### config.mk
export PLATFORM = sky130hd
export DESIGN_NAME = ram_arbiter
export DESIGN_NICKNAME = d
export VERILOG_FILES = /design/src/rtl/ram_arb_pkg.sv /design/src/rtl/ram_arb_pick.sv /design/src/rtl/ram_arbiter.sv
export SDC_FILE = /design/constraint.sdc
export NUM_CORES = 1
export LEC_CHECK = 0
export BUFFER_PORTS_ARGS = -buffer_cell sky130_fd_sc_hd__buf_2
export CAP_MARGIN = 5
export CORE_MARGIN = 3
export CORE_UTILIZATION = 46
export CTS_BUF_LIST = sky130_fd_sc_hd__clkbuf_4 sky130_fd_sc_hd__clkbuf_8 sky130_fd_sc_hd__clkbuf_16
export CTS_CLUSTER_DIAMETER = 60
export DETAILED_ROUTE_END_ITERATION = 10
export GPL_TIMING_DRIVEN = 0
export PLACE_DENSITY = 0.78
export SLEW_MARGIN = 15
export SYNTH_ARGS = -nofsm -noshare
export SYNTH_HDL_FRONTEND = slang
export SYNTH_SLANG_ARGS = --single-unit
### constraint.sdc
create_clock -name clk_i -period 5 [get_ports clk_i]
set_clock_uncertainty 0.15 [all_clocks]
set_input_delay 0.75 -clock clk_i [delete_from_list [all_inputs] [get_ports clk_i]]
set_output_delay 0.75 -clock clk_i [all_outputs]
set_load 0.1 [all_outputs]
### src/rtl/ram_arb_pkg.sv
// ram_arb_pkg: shared state encoding, owner constants and default widths for ram_arbiter.
package ram_arb_pkg;
  typedef enum logic [1:0] {IDLE, ACC, RESP} state_e;
  localparam logic OWN_CPU = 1'b0;
  localparam logic OWN_DBG = 1'b1;
  localparam int ADDR_W_DEF = 9;
  localparam int DATA_W_DEF = 32;
endpackage

### src/rtl/ram_arb_pick.sv
// ram_arb_pick: combinational winner select; on a tie the port named by pref_i wins.
module ram_arb_pick
  import ram_arb_pkg::*;
(
  input  logic cpu_req_i,
  input  logic dbg_req_i,
  input  logic pref_i,
  output logic win_o
);
  assign win_o = (cpu_req_i && dbg_req_i) ? pref_i : (dbg_req_i ? OWN_DBG : OWN_CPU);
endmodule

### src/rtl/ram_arbiter.sv
// ram_arbiter: two-port single-RAM arbiter, 3-cycle IDLE/ACC/RESP transactions.
// Define RAM_ARB_RR_EN for round-robin tie breaking; default is fixed CPU priority.
module ram_arbiter
  import ram_arb_pkg::*;
#(
  parameter int ADDR_W = ADDR_W_DEF,
  parameter int DATA_W = DATA_W_DEF
) (
  input  logic              clk_i,
  input  logic              rst_i,
  input  logic              cpu_req_i,
  input  logic              cpu_we_i,
  input  logic [ADDR_W-1:0] cpu_addr_i,
  input  logic [DATA_W-1:0] cpu_wdata_i,
  input  logic              dbg_req_i,
  input  logic              dbg_we_i,
  input  logic [ADDR_W-1:0] dbg_addr_i,
  input  logic [DATA_W-1:0] dbg_wdata_i,
  output logic              cpu_gnt_o,
  output logic              dbg_gnt_o,
  output logic              cpu_done_o,
  output logic              dbg_done_o,
  output logic [DATA_W-1:0] cpu_rdata_o,
  output logic [DATA_W-1:0] dbg_rdata_o,
  output logic [ADDR_W-1:0] ram_addr_o,
  output logic [DATA_W-1:0] ram_wdata_o,
  output logic              ram_we_o,
  output logic              ram_re_o,
  input  logic [DATA_W-1:0] ram_rdata_i,
  output logic              busy_o,
  output logic              owner_o
);
  state_e              state_q, state_d;
  logic                own_q, we_q, win, pref, start;
  logic [ADDR_W-1:0]   addr_q;
  logic [DATA_W-1:0]   wdata_q, cpu_rdata_q, dbg_rdata_q;
`ifdef RAM_ARB_RR_EN
  logic rr_q;
  assign pref = rr_q;
  always_ff @(posedge clk_i)
    if (rst_i) rr_q <= OWN_CPU;
    else if (start) rr_q <= ~win;
`else
  assign pref = OWN_CPU;
`endif
  ram_arb_pick u_pick (
    .cpu_req_i(cpu_req_i),
    .dbg_req_i(dbg_req_i),
    .pref_i   (pref),
    .win_o    (win)
  );
  assign start = (state_q == IDLE) && (cpu_req_i || dbg_req_i);
  always_comb begin
    state_d = (state_q == ACC) ? RESP : (state_q == RESP) ? IDLE : (start ? ACC : IDLE);
  end
  always_ff @(posedge clk_i) begin
    if (rst_i) begin
      state_q     <= IDLE;
      own_q       <= OWN_CPU;
      cpu_rdata_q <= '0;
      dbg_rdata_q <= '0;
    end else begin
      state_q <= state_d;
      if (start) own_q <= win;
      // read data is captured at the end of ACC so it lines up with done
      if (state_q == ACC && !we_q && own_q == OWN_CPU) cpu_rdata_q <= ram_rdata_i;
      if (state_q == ACC && !we_q && own_q == OWN_DBG) dbg_rdata_q <= ram_rdata_i;
    end
  end
  always_ff @(posedge clk_i) begin
    if (start) begin
      we_q    <= win ? dbg_we_i : cpu_we_i;
      addr_q  <= win ? dbg_addr_i : cpu_addr_i;
      wdata_q <= win ? dbg_wdata_i : cpu_wdata_i;
    end
  end
  assign busy_o      = state_q != IDLE;
  assign owner_o     = own_q;
  assign cpu_gnt_o   = busy_o && own_q == OWN_CPU;
  assign dbg_gnt_o   = busy_o && own_q == OWN_DBG;
  assign cpu_done_o  = state_q == RESP && own_q == OWN_CPU;
  assign dbg_done_o  = state_q == RESP && own_q == OWN_DBG;
  assign cpu_rdata_o = cpu_rdata_q;
  assign dbg_rdata_o = dbg_rdata_q;
  assign ram_addr_o  = addr_q;
  assign ram_wdata_o = wdata_q;
  assign ram_we_o    = state_q == ACC && we_q;
  assign ram_re_o    = state_q == ACC && !we_q;
endmodule

==> flow_summary.json, run 1 <==
{
  "outcome": "completed",
  "vias": 3521,
  "grt.overflow.total": 0,
  "r2r_slack_ns": 3.20,
  "clockBufferDepth": 2,
  "synthesis.nets": 479,
  "viasPerCell": 4.76,
  "firstDrtPassIters": 4,
  "r2r_cells": 4,
  "avgRoutedWirePerCell_um": 15.5,
  "ys_ff_latch": 109,
  "syn2layout_area_growth_pct": 34.0,
  "synth_top_area_share_pct": 29.1,
  "drive_gt1_share_pct": 50.5,
  "power.leakage_nw": 2.94,
  "finalHoldViolCount": 0,
  "crit_path_max_incr_delay_ns": 0.48,
  "worstSkewPairLatency_ns": 0.36,
  "tightest_slew_ns": 0.518,
  "post_cts.repair.setup_buffers": 0,
  "timing.rr.start": "state_q[1]",
  "syn_area_sq_um": 4610,
  "cp_num_cells": 3,
  "place_congestion": 0.749,
  "required_ns": 4.10,
  "fillers": 785,
  "portBuffers": 231,
  "fin_nets": 725,
  "diodes": 0,
  "die_area_sq_um": 11200,
  "die_w_um": 106,
  "final_util_pct": 65.0,
  "synth_seq_area_share_pct": 56.5,
  "slew_viol_final": 0,
  "clockRootBuffer": "clkbuf_8",
  "cts_tree": "yes",
  "ir_drop_mv": 0.172,
  "power_density_nw_per_um2": 355,
  "cpLargestDelayFamily": "buffers and inverters",
  "cap_violations": 0,
  "critPathSlowestCell": "buf_2",
  "grt_max_degree": 19,
  "period_needed_ns": 2.68,
  "ctsHoldBuffers": 0,
  "cts_num_sinks": 109,
  "arrival_ns": 1.78,
  "relSlewSlack_pct": 65.7,
  "crit_path_end": "cpu_done_o",
  "hold_path.class": "reg -> reg",
  "yosys_warnings": 0,
  "htree_levels": 3,
  "synth.distinct_cells": 21,
  "fmaxAchievable_ghz": 0.373,
  "synth_area_leaders": "dfxtp_1, edfxtp_1, mux2i_1",
  "grt_pass1_wl_mm": 18.3,
  "rsz0062_at_grt": "false",
  "syn_avg_cell_area_sq_um": 12.8,
  "fp.dieH_um": 106,
  "placed_area_sq_um": 5960,
  "cts.clk_slew.worst_paths_ns": 0.09,
  "critPathBufInv": 2,
  "start_util_pct": 48.5,
  "grt_pass1_vias": 3756,
  "drt_iter0_markers": 114,
  "path_max_fanout": 10,
  "ctsResizeCount": 0,
  "route.detailed.drc": 0,
  "cts_buffers": 9,
  "synth_cells": 359,
  "grt_use_total_pct": 20.6,
  "setup_viol": 0,
  "timing.hold.ws_ns": 0.327,
  "antenna_found_initial": 0,
  "yosys.area.top_type": "dfxtp_1",
  "antenna_left": 0,
  "finish.instance_area_sq_um": 6170,
  "finalPower_mw": 2.19,
  "rows": 35,
  "end_kind": "output port",
  "r2r-end": "ram_wdata_o[0]",
  "min_period_over_period_pct": 53.6,
  "startpoint": "state_q[1]",
  "cp-start-kind": "register",
  "wl_mm": 11.4,
  "path_cells": "clkbuf_1 -> nor3b_1 -> buf_2",
  "core_area_sq_um": 9500,
  "pin_count": 233,
  "dpl.hpwl_mm": 9.04,
  "critical_path_class": "reg -> out"
}
## cell type report
class	count	area [sq um]	area share (%)
plain buffers	26	155	2.51
clock buffers	12	176	2.86
clock inverters	4	35.0	0.567
inverters	3	11.3	0.182
multi-input cells	221	1840	29.8
flip-flops and latches	109	2600	42.2
well taps	129	161	2.61
repair buffers	235	1190	19.3
## kinds of logic after synthesis
kind of cell	Yosys count	share of synthesized area, %
compound gates	1	0.190
buf+inv	29	3.61
mux	106	24.2
flops	109	56.5
simple gates	114	15.5
## how the worst min path moves through the flow
stage,startpoint,to,slack (ns),depth (start not counted)
after floorplan,state_q[0],state_q[0],0.42,2
after detailed placement,dbg_rdata_o[21],dbg_rdata_o[21],0.31,2
after global routing,dbg_rdata_o[12],dbg_rdata_o[12],0.35,2
after CTS,dbg_rdata_o[19],dbg_rdata_o[19],0.33,2
after global placement,dbg_rdata_o[9],dbg_rdata_o[9],0.31,2
final,dbg_rdata_o[19],dbg_rdata_o[19],0.33,2
## cell usage after synthesis
cell       count
nor4_1         1
nor3_1         1
buf_12         2
inv_1          3
edfxtp_1      42
dfxtp_1       67
nor3b_1        2
mux2i_1       64
buf_6          1
nor4bb_1       1
or4b_1         1
clkbuf_1      13
nand2b_1      98
or3b_2         1
a221oi_1       1
nand4bb_1      1
mux2_2        42
buf_4          2
buf_2          8
nor4b_1        1
nor2_1         7
## cells in the final DEF (no fill, tap or decap), types with 2 or more instances in the layout
master,synthesis,final
buf_12,2,2
buf_2,8,239
buf_4,2,5
buf_6,1,2
clkbuf_1,13,13
clkbuf_8,0,11
clkinv_4,0,2
dfxtp_1,67,67
edfxtp_1,42,42
inv_1,3,3
inv_6,0,2
mux2_2,42,42
mux2i_1,64,64
nand2b_1,98,98
nor2_1,7,7
nor3b_1,2,2
## per-layer routing
layer	GRT usage, %	share of wire [%]	vias to the layer above
met3	3.52	6.1	23
li1	-	-	1723
met4	7.86	2.5	0
met2	36.6	50	167
met5	0	0	-
met1	24.8	42	1608
## power breakdown
part,switching (mW),total [mW],internal (mW)
combinational,0.503,0.643,0.139
sequential,0.0183,1.00,0.985
clock,0.301,0.546,0.245
## worst register-to-register path, stage by stage (launching register included)
cell and delay [ns]:
dfxtp_1 0.32, clkbuf_1 0.20, nor3_2 0.38, buf_4 0.25, buf_4 0.22
## sequential cells by signal, indices dropped and copies added, names as in the netlist
name and cells:
cpu_rdata_o 32, dbg_rdata_o 32, ram_wdata_o 32, ram_addr_o 9
state_q 2, owner_o 1, we_q 1
## stage by stage
| step | setup TNS, ns | cells | setup slack (ns) |
|---|---|---|---|
| after CTS | 0 | 739 | 2.30 |
| final | 0 | 739 | 2.32 |
| after floorplan | 0 | 359 | 0.649 |
| after detailed placement | 0 | 723 | 2.72 |
| after global routing | 0 | 739 | 2.18 |
| after global placement | -15.26 | 719 | -0.364 |
No activity file was read; power rests on OpenSTA's default activity.
==> run 2: changes to the inputs <==
--- a/config.mk
+++ b/config.mk
@@ -8,12 +8,12 @@
 export BUFFER_PORTS_ARGS = -buffer_cell sky130_fd_sc_hd__buf_2
 export CAP_MARGIN = 5
 export CORE_MARGIN = 3
-export CORE_UTILIZATION = 46
+export CORE_UTILIZATION = 41
 export CTS_BUF_LIST = sky130_fd_sc_hd__clkbuf_4 sky130_fd_sc_hd__clkbuf_8 sky130_fd_sc_hd__clkbuf_16
 export CTS_CLUSTER_DIAMETER = 60
 export DETAILED_ROUTE_END_ITERATION = 10
 export GPL_TIMING_DRIVEN = 0
-export PLACE_DENSITY = 0.78
+export PLACE_DENSITY = 0.73
 export SLEW_MARGIN = 15
 export SYNTH_ARGS = -nofsm -noshare
 export SYNTH_HDL_FRONTEND = slang
==> constraint.sdc (replaced) <==
create_clock -name clk_i -period 2.2 [get_ports clk_i]
set_clock_uncertainty 0.15 [all_clocks]
set_input_delay 0.33 -clock clk_i [delete_from_list [all_inputs] [get_ports clk_i]]
set_output_delay 0.33 -clock clk_i [all_outputs]
set_load 0.1 [all_outputs]
==> run 2 against run 1 <==
Count of clock-buffer cells in the layout up 1. Via count down 0.65%. Sequential share of layout area down 0.37 points. Non-clock buffer count down 1. Utilization down 7.7 points. Worst hold slack worse by 0.25 ns.
==> flow_summary.json, run 2 (synthesis gave the netlist of run 1 again) <==
{
  "outcome": "completed",
  "power.leakage_nw": 2.95,
  "pin_count": 233,
  "period_needed_ns": 2.04,
  "drt_iter0_markers": 115,
  "min_period_over_period_pct": 92.7,
  "final_util_pct": 57.3,
  "finalPower_mw": 4.99,
  "fin_nets": 724,
  "syn2layout_area_growth_pct": 35.4,
  "place_congestion": 0.795,
  "r2r-end": "dbg_rdata_o[21]",
  "hold_path.class": "in -> reg",
  "grt_pass1_vias": 3677,
  "dpl.hpwl_mm": 9.13,
  "fin_cells": 749,
  "grt_pass1_wl_mm": 18.7,
  "portBuffers": 231,
  "cts_buffers": 9,
  "setup_viol": 0,
  "r2r_slack_ns": 0.35,
  "timing.rr.start": "state_q[0]",
  "path_max_fanout": 10,
  "viasPerCell": 4.67,
  "cts_tree": "yes",
  "die_w_um": 112,
  "cp_num_cells": 4,
  "clockRootBuffer": "clkbuf_8",
  "antenna_left": 0,
  "antenna_found_initial": 0,
  "avgRoutedWirePerCell_um": 15.9,
  "firstDrtPassIters": 4,
  "arrival_ns": 1.56,
  "ir_drop_mv": 0.516,
  "vias": 3498,
  "diodes": 0,
  "end_kind": "output port",
  "rsz0062_at_grt": "false",
  "crit_path_max_incr_delay_ns": 0.36,
  "cp-start-kind": "register",
  "relSlewSlack_pct": 64.4,
  "clockBufferDepth": 2,
  "cts_num_sinks": 109,
  "fmaxAchievable_ghz": 0.490,
  "finalHoldViolCount": 0,
  "wl_mm": 11.9,
  "fp.dieH_um": 112,
  "tightest_slew_ns": 0.532,
  "htree_levels": 3,
  "core_area_sq_um": 10900,
  "grt.overflow.total": 0,
  "r2r_cells": 5,
  "power_density_nw_per_um2": 800,
  "post_cts.repair.setup_buffers": 0,
  "grt_use_total_pct": 18.9,
  "fillers": 940,
  "cap_violations": 0,
  "start_util_pct": 42.3,
  "die_area_sq_um": 12500,
  "critPathBufInv": 3,
  "worstSkewPairLatency_ns": 0.37,
  "grt_max_degree": 19,
  "final_cell_mix": "buf_2, nand2b_1, dfxtp_1",
  "final_common_cell": "buf_2",
  "drive_gt1_share_pct": 51.2,
  "cpLargestDelayFamily": "buffers and inverters",
  "slew_viol_final": 0,
  "route.detailed.drc": 0,
  "timing.hold.ws_ns": 0.0748,
  "rows": 38,
  "critPathSlowestCell": "nor2_1",
  "required_ns": 1.72,
  "path_cells": "clkbuf_2 -> nor2_1 -> inv_1 -> buf_4",
  "critical_path_class": "reg -> out",
  "cts.clk_slew.worst_paths_ns": 0.10,
  "dp_cells": 732,
  "startpoint": "state_q[1]",
  "crit_path_end": "busy_o"
}
-- run 2: changes by cell type in the layout (fill, tap and decap cells not counted), sizes merged --
cell         change
dlygate4sd3      +1
clkinv           +1
clkbuf           +1
buf              -2
inv              -2
-- run 2: worst min-delay path by stage --
stage / from / endpoint / slack [ns] / cells after the start
2_1_floorplan: cpu_req_i / owner_o / 0.28 / 1
5_1_grt: ram_rdata_i[25] / cpu_rdata_o[25] / 0.07 / 3
3_3_place_gp: dbg_rdata_o[23] / dbg_rdata_o[23] / 0.31 / 2
3_5_place_dp: dbg_rdata_o[27] / dbg_rdata_o[27] / 0.31 / 2
6_report: ram_rdata_i[0] / dbg_rdata_o[0] / 0.07 / 3
4_1_cts: ram_rdata_i[6] / dbg_rdata_o[6] / 0.05 / 3
-- run 2: area by class of cell --
cell class	instances	area (sq um)	share of cell area, %
plain buffers	26	156	2.51
clock buffers	13	190	3.05
clock inverters	3	15.0	0.241
inverters	3	11.3	0.181
multi-input cells	221	1870	30.0
flip-flops and latches	109	2610	41.8
well taps	140	175	2.81
repair buffers	234	1210	19.5
-- run 2: what timing repair did --
item	in CTS	in global routing
setup endpoints to repair	7	0
hold endpoints to repair	1	0
resized for setup	8	0
hold buffers	1	0
-- run 2: power by group --
part / total (mW) / leakage, nW / internal (mW) / switching [mW]
sequential: 2.28 / 0.954 / 2.24 / 0.0428
combinational: 1.47 / 1.89 / 0.325 / 1.15
clock: 1.24 / 0.110 / 0.569 / 0.669
total: 4.99 / 2.95 / 3.13 / 1.86
-- run 2: stage by stage --
stage	setup WS, ns	instance area, sq um	TNS [ns]
after floorplan	-0.215	4640	-0.572
after global placement	-0.351	5970	-14.70
after detailed placement	0.308	6000	0
after CTS	0.136	6240	0
after global routing	0.0708	6240	0
final	0.160	6240	0
-- run 2: worst min-delay path, stage by stage --
cell and delay, ns:
buf_2 0.09, nand2b_1 0.08, mux2i_1 0.07
-- run 2: metal layers --
layer	routed length [um]	GRT usage (%)
met1	4770	22.4
met2	5980	32.9
met3	938	4.62
met4	222	8.01
met5	0	0
==> run 3: changes to the inputs <==
--- a/config.mk
+++ b/config.mk
@@ -5,7 +5,7 @@
 export SDC_FILE = /design/constraint.sdc
 export NUM_CORES = 1
 export LEC_CHECK = 0
-export BUFFER_PORTS_ARGS = -buffer_cell sky130_fd_sc_hd__buf_2
+export BUFFER_PORTS_ARGS = -buffer_cell sky130_fd_sc_hd__buf_4
 export CAP_MARGIN = 5
 export CORE_MARGIN = 3
 export CORE_UTILIZATION = 41
==> run 3 against run 2 <==
Die area unchanged. Final cell count shrank 0.27%. Non-clock buffer count shrank 2. First-iteration DRC count is 37% higher. Sequential cell count did not move. Critical path depth shrank 1. Register-to-register slack improved by 0.04 ns. Worst hold slack worse by 0.048 ns. Global-route usage shrank 0.072 points. Worst setup slack improved by 0.031 ns. Combinational power up 9%. Maximum frequency grew 1.5%. Critical path type unchanged. Largest power group unchanged. Highest routed layer unchanged.
==> flow_summary.json, run 3 (synthesis gave the netlist of run 1 again) <==
{
  "setup_viol": 0,
  "core_area_sq_um": 10900,
  "met2_usage_pct": 33.2,
  "tightest_slew_ns": 0.725,
  "die_w_um": 112,
  "drt_iter0_markers": 157,
  "htree_levels": 3,
  "relSlewSlack_pct": 51.5,
  "grt.busiest_layer": "met2",
  "avgRoutedWirePerCell_um": 16.1,
  "timing.hold.ws_ns": 0.0266,
  "firstDrtPassIters": 4,
  "cts_tree": "yes",
  "drive_gt1_share_pct": 51.2,
  "pin_count": 233,
  "clockRootBuffer": "clkbuf_8",
  "rsz0062_at_grt": "false",
  "fmaxAchievable_ghz": 0.498,
  "timing.final.ws_setup_ns": 0.191,
  "fp.dieH_um": 112,
  "met1_usage_pct": 22.2,
  "cp-start-kind": "register",
  "portBuffers": 231,
  "cts_buffers": 9,
  "cts_num_sinks": 109,
  "use_met3_pct": 5.05,
  "path_max_fanout": 11,
  "power_density_nw_per_um2": 743,
  "diodes": 0,
  "vias": 3515,
  "viasPerCell": 4.71,
  "final_common_cell": "buf_4",
  "final_cell_mix": "buf_4, nand2b_1, dfxtp_1",
  "hold_path.class": "in -> reg",
  "die_area_sq_um": 12500,
  "ir_drop_mv": 0.386,
  "dp_cells": 732,
  "power.leakage_nw": 3.07,
  "fin_nets": 722,
  "ctsHoldBuffers": 0,
  "grt.overflow.total": 0,
  "antenna_found_initial": 0,
  "outcome": "completed",
  "fin_cells": 747,
  "slew_viol_final": 0,
  "grt_pass1_vias": 3689,
  "antenna_left": 0,
  "finalHoldViolCount": 0,
  "syn2layout_area_growth_pct": 47.1,
  "grt_use_total_pct": 18.9,
  "critical_path_class": "reg -> out",
  "start_util_pct": 42.3,
  "dpl.hpwl_mm": 9.48,
  "cap_violations": 0,
  "finalPower_mw": 5.04,
  "final_util_pct": 62.2,
  "wl_mm": 12.0,
  "route.detailed.drc": 0,
  "post_cts.repair.setup_buffers": 0,
  "cts.clk_slew.worst_paths_ns": 0.09,
  "grt_max_degree": 18,
  "required_ns": 1.72,
  "worstSkewPairLatency_ns": 0.35,
  "period_needed_ns": 2.01,
  "ctsResizeCount": 0,
  "clockBufferDepth": 2,
  "min_period_over_period_pct": 91.3,
  "rows": 38,
  "grt_pass1_wl_mm": 18.8,
  "arrival_ns": 1.53,
  "end_kind": "output port",
  "place_congestion": 0.772,
  "preCtsSetupSlack_ns": 0.296
}
==> run 3: area by class of cell <==
cell class              instances  area, sq um
fillers                       901         4110
flip-flops and latches        109         2610
multi-input cells             221         1870
plain buffers                  25          151
repair buffers                233         1780
clock inverters                 1         5.00
well taps                     140          175
clock buffers                  15          181
inverters                       3         11.3
==> run 3: final timing paths <==
kind | from | to | slack (ns) | cells after the start
max | state_q[1] | dbg_gnt_o | 0.19 | 3
min | cpu_req_i | owner_o | 0.03 | 2
max reg2reg | state_q[0] | ram_wdata_o[31] | 0.39 | 3
min reg2reg | dbg_rdata_o[18] | dbg_rdata_o[18] | 0.33 | 2
==> run 3: worst max-delay path, cell delays in order (launching register included) <==
cell and delay (ns):
dfxtp_1 0.55, nor2_1 0.19, nor2_2 0.13, buf_4 0.30
==> run 3: through the flow <==
step | cell area [sq um] | setup TNS [ns]
after floorplan | 4640 | -0.572
after detailed placement | 6590 | 0
after global placement | 6550 | -16.24
after CTS | 6780 | 0
after global routing | 6780 | 0
final | 6780 | 0
==> run 3: report_power, final <==
group          total (mW)  internal (mW)  switching [mW]
registers            2.29           2.24          0.0524
clock network        1.15          0.526           0.622
logic                1.60          0.452            1.14
==> run 3: metal layers <==
| layer | routed length, um | vias up |
|---|---|---|
| met5 | 0 | - |
| li1 | - | 1723 |
| met1 | 4830 | 1632 |
| met3 | 994 | 11 |
| met4 | 160 | 0 |
| met2 | 6030 | 149 |
